## src/rtl/telemetry_tx.sv

```systemverilog
// telemetry_tx: serialises component telemetry records into ASCII lines of the
// form "<k> <id> <idx> <hex>\n" for the client link.
//
// Records enter through a small FIFO (rec_*). The head record is copied into a
// message register, and its bytes stream out over a valid/ready byte port (tx_*).
//
// Ports:
//   clk_i        system clock
//   rst_ni       asynchronous active-low reset
//   en_i         allow new messages to start (sampled only at message start)
//   rec_valid_i  record offered          rec_ready_o  FIFO not full
//   rec_kind_i   0 = 'b', 1 = 'f'        rec_id_i     component id
//   rec_index_i  variable index          rec_value_i  value, printed as hex
//   tx_data_o    ASCII byte              tx_valid_o   byte valid
//   tx_ready_i   byte consumed           busy_o       message in flight
//   level_o      FIFO occupancy; the message register is not counted
module telemetry_tx #(
  parameter int VW    = 16,
  parameter int NHEX  = VW / 4,
  parameter int DEPTH = 4,
  parameter int AW    = 2
) (
  input  logic          clk_i,
  input  logic          rst_ni,
  input  logic          en_i,
  input  logic          rec_valid_i,
  output logic          rec_ready_o,
  input  logic          rec_kind_i,
  input  logic [1:0]    rec_id_i,
  input  logic [2:0]    rec_index_i,
  input  logic [VW-1:0] rec_value_i,
  output logic [7:0]    tx_data_o,
  output logic          tx_valid_o,
  input  logic          tx_ready_i,
  output logic          busy_o,
  output logic [AW:0]   level_o
);

  localparam int L  = 8 + NHEX;
  localparam int CW = $clog2(L);

  typedef struct packed {
    logic          kind;
    logic [1:0]    id;
    logic [2:0]    idx;
    logic [VW-1:0] value;
  } rec_t;

  typedef enum logic {IDLE, SEND} state_t;

  rec_t          mem_q [DEPTH];
  rec_t          rec_in;
  rec_t          msg_q, msg_d;
  logic [AW-1:0] wptr_q, rptr_q;
  logic [AW:0]   level_q, level_d;
  logic [CW-1:0] cnt_q, cnt_d;
  state_t        state_q, state_d;
  logic          push, pop, have, hs, last;

  assign rec_in      = '{kind: rec_kind_i, id: rec_id_i, idx: rec_index_i, value: rec_value_i};
  assign rec_ready_o = (level_q != (AW+1)'(DEPTH));
  assign push        = rec_valid_i && rec_ready_o;
  assign have        = (level_q != '0);
  assign hs          = (state_q == SEND) && tx_ready_i;
  assign last        = (cnt_q == CW'(L-1));
  assign busy_o      = (state_q == SEND);
  assign tx_valid_o  = (state_q == SEND);
  assign level_o     = level_q;

  // ---------------- FIFO ----------------
  // Storage needs no reset: level_q alone decides which entries are live.
  always_ff @(posedge clk_i) begin
    if (push) mem_q[wptr_q] <= rec_in;
  end

  always_comb begin
    level_d = level_q;
    case ({push, pop})
      2'b10:   level_d = level_q + (AW+1)'(1);
      2'b01:   level_d = level_q - (AW+1)'(1);
      default: level_d = level_q;
    endcase
  end

  // ---------------- FSM ----------------
  // A pop happens either from IDLE or on the final byte handshake, so the next
  // message follows the '\n' with no bubble cycle.
  always_comb begin
    state_d = state_q;
    cnt_d   = cnt_q;
    msg_d   = msg_q;
    pop     = 1'b0;
    case (state_q)
      IDLE: begin
        if (en_i && have) begin
          pop     = 1'b1;
          msg_d   = mem_q[rptr_q];
          cnt_d   = '0;
          state_d = SEND;
        end
      end
      SEND: begin
        if (hs) begin
          if (!last) begin
            cnt_d = cnt_q + CW'(1);
          end else if (en_i && have) begin
            pop   = 1'b1;
            msg_d = mem_q[rptr_q];
            cnt_d = '0;
          end else begin
            state_d = IDLE;
          end
        end
      end
      default: state_d = IDLE;
    endcase
  end

  always_ff @(posedge clk_i or negedge rst_ni) begin
    if (!rst_ni) begin
      state_q <= IDLE;
      cnt_q   <= '0;
      msg_q   <= '0;
      wptr_q  <= '0;
      rptr_q  <= '0;
      level_q <= '0;
    end else begin
      state_q <= state_d;
      cnt_q   <= cnt_d;
      msg_q   <= msg_d;
      wptr_q  <= wptr_q + AW'(push);
      rptr_q  <= rptr_q + AW'(pop);
      level_q <= level_d;
    end
  end

  // ---------------- byte formatter ----------------
  // Decoded purely from registered state, so tx_data_o is stable while stalled
  // and drops to 00 as soon as reset forces IDLE.
  logic [CW-1:0] di;
  logic [3:0]    nib;

  always_comb begin
    di        = cnt_q - CW'(7);
    nib       = 4'(msg_q.value >> (4 * (NHEX - 1 - int'(di))));
    tx_data_o = 8'h00;
    if (state_q == SEND) begin
      case (cnt_q)
        CW'(0):                 tx_data_o = msg_q.kind ? 8'h66 : 8'h62;
        CW'(1), CW'(4), CW'(6): tx_data_o = 8'h20;
        CW'(2):                 tx_data_o = 8'h30 + {7'd0, msg_q.id[1]};
        CW'(3):                 tx_data_o = 8'h30 + {7'd0, msg_q.id[0]};
        CW'(5):                 tx_data_o = 8'h30 + {5'd0, msg_q.idx};
        default: begin
          if (last)              tx_data_o = 8'h0A;
          else if (nib < 4'd10)  tx_data_o = 8'h30 + {4'd0, nib};
          else                   tx_data_o = 8'h37 + {4'd0, nib};  // 'A' - 10
        end
      endcase
    end
  end

endmodule
```

## config.mk

```make
export PLATFORM = sky130hd
export DESIGN_NAME = telemetry_tx
export DESIGN_NICKNAME = d
export VERILOG_FILES = /design/src/rtl/telemetry_tx.sv
export SDC_FILE = /design/constraint.sdc
export NUM_CORES = 1
export LEC_CHECK = 0
export BUFFER_PORTS_ARGS = -buffer_cell sky130_fd_sc_hd__buf_2
export CAP_MARGIN = 20
export CORE_UTILIZATION = 60
export CTS_CLUSTER_SIZE = 40
export DETAILED_ROUTE_END_ITERATION = 10
export HOLD_SLACK_MARGIN = 0.02
export PLACE_DENSITY = 0.85
export SYNTH_ARGS = -nofsm -noshare
export SYNTH_HDL_FRONTEND = slang
export SYNTH_SLANG_ARGS = --single-unit
```

## constraint.sdc

```tcl
create_clock -name clk_i -period 8.2 [get_ports clk_i]
set_clock_uncertainty 0.05 [all_clocks]
set_input_delay 0.82 -clock clk_i [delete_from_list [all_inputs] [get_ports clk_i]]
set_output_delay 0.82 -clock clk_i [all_outputs]
set_load 0.05 [all_outputs]
```

Yosys cells after proc, flatten, opt, wreduce, memory -nomap -nowiden
Memories as Yosys holds them, arrays and structs flattened. Index checks and enable logic that the tools add are counted.

$add $sub $neg: 12. $lt $le $gt $ge: 1. Equality and inequality tests: 12. Shift-type cells: 1. Muxes and demuxes: 23. Bitwise logic cells: 1. Reductions and logical operators: 8.

Operators with widths (count): 22-bit 2-to-1 mux (3); 22-bit one-hot mux with 2 select lines (1); 7-bit one-hot mux with 5 select lines (1); 16-bit by 32-bit right shift with 4-bit output (1); 7-bit 2-to-1 mux (3); 6-bit by 1-bit adder with 7-bit output (first input constant) (2); 6-bit by 4-bit adder with 7-bit output (first input constant) (2); 4-bit by 3-bit == test with 1-bit output (second input constant) (3); 4-bit 2-to-1 mux (3); 4-bit by 2-bit == test with 1-bit output (second input constant) (2); 4-bit one-hot mux with 2 select lines (1); 6-bit by 3-bit adder with 7-bit output (first input constant) (1); 1-bit 2-to-1 mux (7); 3-bit one-hot mux with 2 select lines (1); 2-bit by 4-bit subtractor with 5-bit output (first input constant) (1); 2-bit by 1-bit adder with 2-bit output (2); 4-bit by 1-bit adder with 4-bit output (second input constant) (1); 4-bit by 1-bit == test with 1-bit output (second input constant) (1); 4-bit == test (second input constant) (1); 4-bit zero test (1); 4-bit < comparator (second input constant) (1); 2-bit by 1-bit != test with 1-bit output (second input constant) (2); 1-bit one-hot mux with 2 select lines (2); 4-bit by 3-bit subtractor with 4-bit output (second input constant) (1); other kinds (12) (14).

Flip-flop bits (word level): 34. Bits in writable memories: 88. Input bits: 27. Output and inout bits: 14. Memories kept: 1.

Memory list: mem_q (depth 4, width 22, rd ports 1, clocked after Yosys merged registers in 0, wr ports 1, line 51) `rec_t mem_q [DEPTH];`.

Longest topological paths before layout
Word-level depth: 8. Mapped depth: 12. Gate-level depth less buffers: 11.

Worst setup path after synthesis
No wires, ideal clock.

Path kind: register to register. Start: reg level_q[0], in the netlist level_o[0]. End: mem mem_q[1][0] (netlist name) (enable). Arrival time: 3.207 ns. Path slack: 4.510 ns. Stages on the path, launching flop included: 5. Period minus slack after synthesis: 3.690 ns. Path through: dfrtp_1 inv_1 nand3_1 nand2_1 nor3b_1.

Word-level cells in the longest chain between the ends: 4.

Ends and longest elaborated chain: from (decl) (line 55) `logic [AW:0] level_q, level_d;`; from (signal assigned) (line 133) `level_q <= level_d;`; 3-bit != test (line 61) `assign rec_ready_o = (level_q != (AW+1)'(DEPTH));`; named net rec_ready_o (line 27) `output logic rec_ready_o,`; 1-bit logical AND (line 62) `assign push = rec_valid_i && rec_ready_o;`; 1-bit 2-to-1 mux (line 73) `if (push) mem_q[wptr_q] <= rec_in;`; 1-bit 2-to-1 mux (not written as such) (line 73); to (decl) (line 51).

The timed path passes the listed nets, and every way through them passes these cells.

Worst setup path in the final report
Start: reg cnt_q[0]. End: out tx_data_o[6].

Word-level cells in the longest chain between the ends: 8.

Ends and longest elaborated chain: from (decl) (line 56) `logic [CW-1:0] cnt_q, cnt_d;`; from (signal assigned) (line 129) `cnt_q <= cnt_d;`; 4-bit by 3-bit subtractor with 4-bit output (line 144) `di = cnt_q - CW'(7);`; 2-bit by 4-bit subtractor with 5-bit output (line 145) `nib = 4'(msg_q.value >> (4 * (NHEX - 1 - int'(di))));`; 16-bit by 32-bit right shift with 4-bit output (line 145); 6-bit by 4-bit adder with 7-bit output (tied with other cells) (line 157) `else tx_data_o = 8'h37 + {4'd0, nib};`; 7-bit 2-to-1 mux (line 156) `else if (nib < 4'd10) tx_data_o = 8'h30 + {4'd0, nib};`; 7-bit 2-to-1 mux (line 155) `if (last) tx_data_o = 8'h0A;`; 7-bit one-hot mux with 5 select lines (*) (line 148) `case (cnt_q)`; 7-bit 2-to-1 mux (*) (line 147) `if (state_q == SEND) begin`; to (decl) (line 32) `output logic [7:0] tx_data_o,`.

Mark *: on every way between the ends. The rest lies on a longest branch, timed or not.

==> flow_summary.toml <==
[worst_setup_path]
rr_startpoint = "cnt_q[0]"
critPathRequiredTime_ps = 7330
r2r-end = "level_o[2]"
cp.arrival_ps = 3270
critPathMaxFanout = 11
critPathKind = "reg2out"
crit_buf_inv = 1
slowest_stage = "dfrtp_1"
slowest_delay_ps = 580
reg2reg_slack_ps = 5470
cp-end-kind = "output port"
rr_worst_depth = 11
cp-start-kind = "flop"
path_cells = "ha_1 > nand2_1 > a21oi_1 > o21ai_0 > ha_1 > nor2b_1 > o221ai_1 > o21ai_0 > and2_1 > buf_2"
crit_family = "compound AO/OA/AOI/OAI gates"

[sta]
fmax_mhz = 242
drv_slew = 0
max-slew-margin-rel = 0.295
tns_ps = 0
setup_viol = 0
tightest_slew_ps = 1060
fin_crit_sh = 0.505
rsz0062_at_grt = "no"
period_minus_slack_ps = 4140
finalHoldViolations = 0

[yosys]
synth_seq_area_share = 0.683
synth_ff_type = "edfxtp_1"
synth_area_leaders = "edfxtp_1 52%, dfrtp_1 17%, mux4_2 11%"
ys_async_sr_fraction = 0.279
synth.largest_area_cell = "edfxtp_1"
synth_fp_nets = 323
netlist_area_um2 = 5110
yosys.cell_types.count = 51
synthCells = 287
synth-edff-count = 88
synth_warnings = 0
avgSynthCellArea_um2 = 17.8
synth_top_area_frac = 0.517
synth.cells.most_frequent = "88 x edfxtp_1, 34 x dfrtp_1, 24 x mux4_2"
synth.most_common_cell = "edfxtp_1"
synth-seq-cells = 122

[floorplanning]
die_h_um = 94.3
core_area_um2 = 8220
row_count = 33
die-area_um2 = 8890
start_util = 0.622
die_x_um = 94.3
pin_count = 41

[clocking]
post_cts_buffers = 0
cts-resized-gates = 0
clk_pin_slew_ps = 60
insertion_delay_ps = 510
htreeDepth = 4
cts_sinks = 122
cts_made_buffers = 17
clock-root-buffer = "clkbuf_8"
clock_path_buffers = 2
holdBufCountCts = 0
cts_tree = "done"

[route]
viasPerCell = 5.98
antenna_left = 0
wl_mm = 8.86
dr_total_vias = 2727
first_pass_iters = 4
drc = 0
routedWlPerCell_um = 19.4
drtIter0Drc = 156

[grt]
grt_usage = 0.229
grt_max_degree = 35
grt_pass1_vias = 2793
antenna_found_initial = 0
grt.overflow.total = 0
grt_pass1_wl_mm = 14.2

[power]
ir_drop_mv = 0.222
leakagePower_nw = 2.24
power_density_nw_per_um2 = 410

[place]
dp_hpwl_mm = 5.43
port_buffers = 39
gp_congestion = 0.926
post_dp_cell_area_um2 = 5420

[final_layout]
drive_above_1_share = 0.365
nets = 374
antenna_cells = 0
area_growth_pct = 17.6
design_area_um2 = 6010

[worst_hold_path]
hp-class = "in2async"

[job]
drv_cap = 0

[outcome]
status = "complete, no violations"
==> layout by cell type (no fill, tap or decap), types with 3 or more instances in the layout <==
master      count
nand3_1         4
ha_1            8
o21ai_0         9
edfxtp_1       88
a22o_1          3
clkinv_4        4
nand2_1         9
bufinv_16       3
clkbuf_16      16
nor2_1         11
clkinvlp_4      4
mux4_2         24
nor2b_1         3
a21oi_1         6
dfrtp_1        34
buf_4           6
mux2_2         22
buf_2          39
inv_1           8
xor2_1          5
==> logic make-up after synthesis <==
kind of cell / share of synthesized area
other: 0.000734
adders and majority gates: 0.0235
muxes: 0.166
DFF: 0.683
xor gates and xnor gates: 0.0103
buffers and inverters: 0.0208
and+or+nand+nor: 0.0426
AOI/OAI and AO/OA: 0.0521
==> cell type report <==
type / count / area [um^2]
Sequential cell: 122 / 3490
Fill cell: 497 / 2200
Multi-Input combinational cell: 144 / 1530
Clock buffer: 18 / 418
Timing Repair Buffer: 45 / 240
Clock inverter: 14 / 173
Tap cell: 105 / 131
Inverter: 8 / 30.0
==> state kept, by name, summed over array words and instances (netlist names) <==
signal	cells
level_o	3
msg_q	22
cnt_q	4
wptr_q	2
mem_q	88
busy_o	1
rptr_q	2
==> metal layers <==
| metal | vias to the layer above | GRT usage | routed length [um] |
|---|---|---|---|
| li1 | 1239 | - | - |
| met2 | 69 | 0.368 | 4510 |
| met3 | 9 | 0.0663 | 331 |
| met4 | 0 | 0.0949 | 89 |
| met5 | - | 0 | 0 |
| met1 | 1410 | 0.292 | 3930 |
==> worst register-to-register path, cell delays in order, from the launching register on <==
cell and delay [ps]:
dfrtp_1 580, ha_1 350, and2b_1 210, and2_1 180, nand2_1 100, a21boi_2 170
ha_1 190, inv_1 60, fa_1 370, xor2_1 150, nor2_1 100, xor2_1 150
==> report_power, final <==
group | leakage, nW | total, mW | switching [mW] | internal [mW]
registers | 1.22 | 0.972 | 0.131 | 0.840
clock network | 0.275 | 0.726 | 0.263 | 0.463
logic | 0.751 | 0.767 | 0.429 | 0.338
==> stage by stage <==
stage               hold WS, ps  total power [mW]  cells  worst slack [ps]   util
floorplan                   422              1.55    287              4510      -
global placement            438              1.72    424              4670  0.660
detailed placement          446              1.75    424              4600  0.660
CTS                         355              2.48    456              4060  0.732
global route                380              2.59    456              3770  0.732
finish                      334              2.46    456              4060  0.732
==> worst max path at each step <==
stage / start / end / slack (ps) / depth (start not counted)
finish: cnt_q[0] / tx_data_o[6] / 4060 / 10
global route: cnt_q[0] / tx_data_o[6] / 3770 / 10
CTS: cnt_q[0] / tx_data_o[2] / 4060 / 10
detailed placement: cnt_q[0] / tx_data_o[2] / 4600 / 10
global placement: cnt_q[0] / tx_data_o[2] / 4670 / 10
floorplan: level_o[0] / mem_q[1][0] / 4510 / 4
No activity file was read; power rests on OpenSTA's default activity.
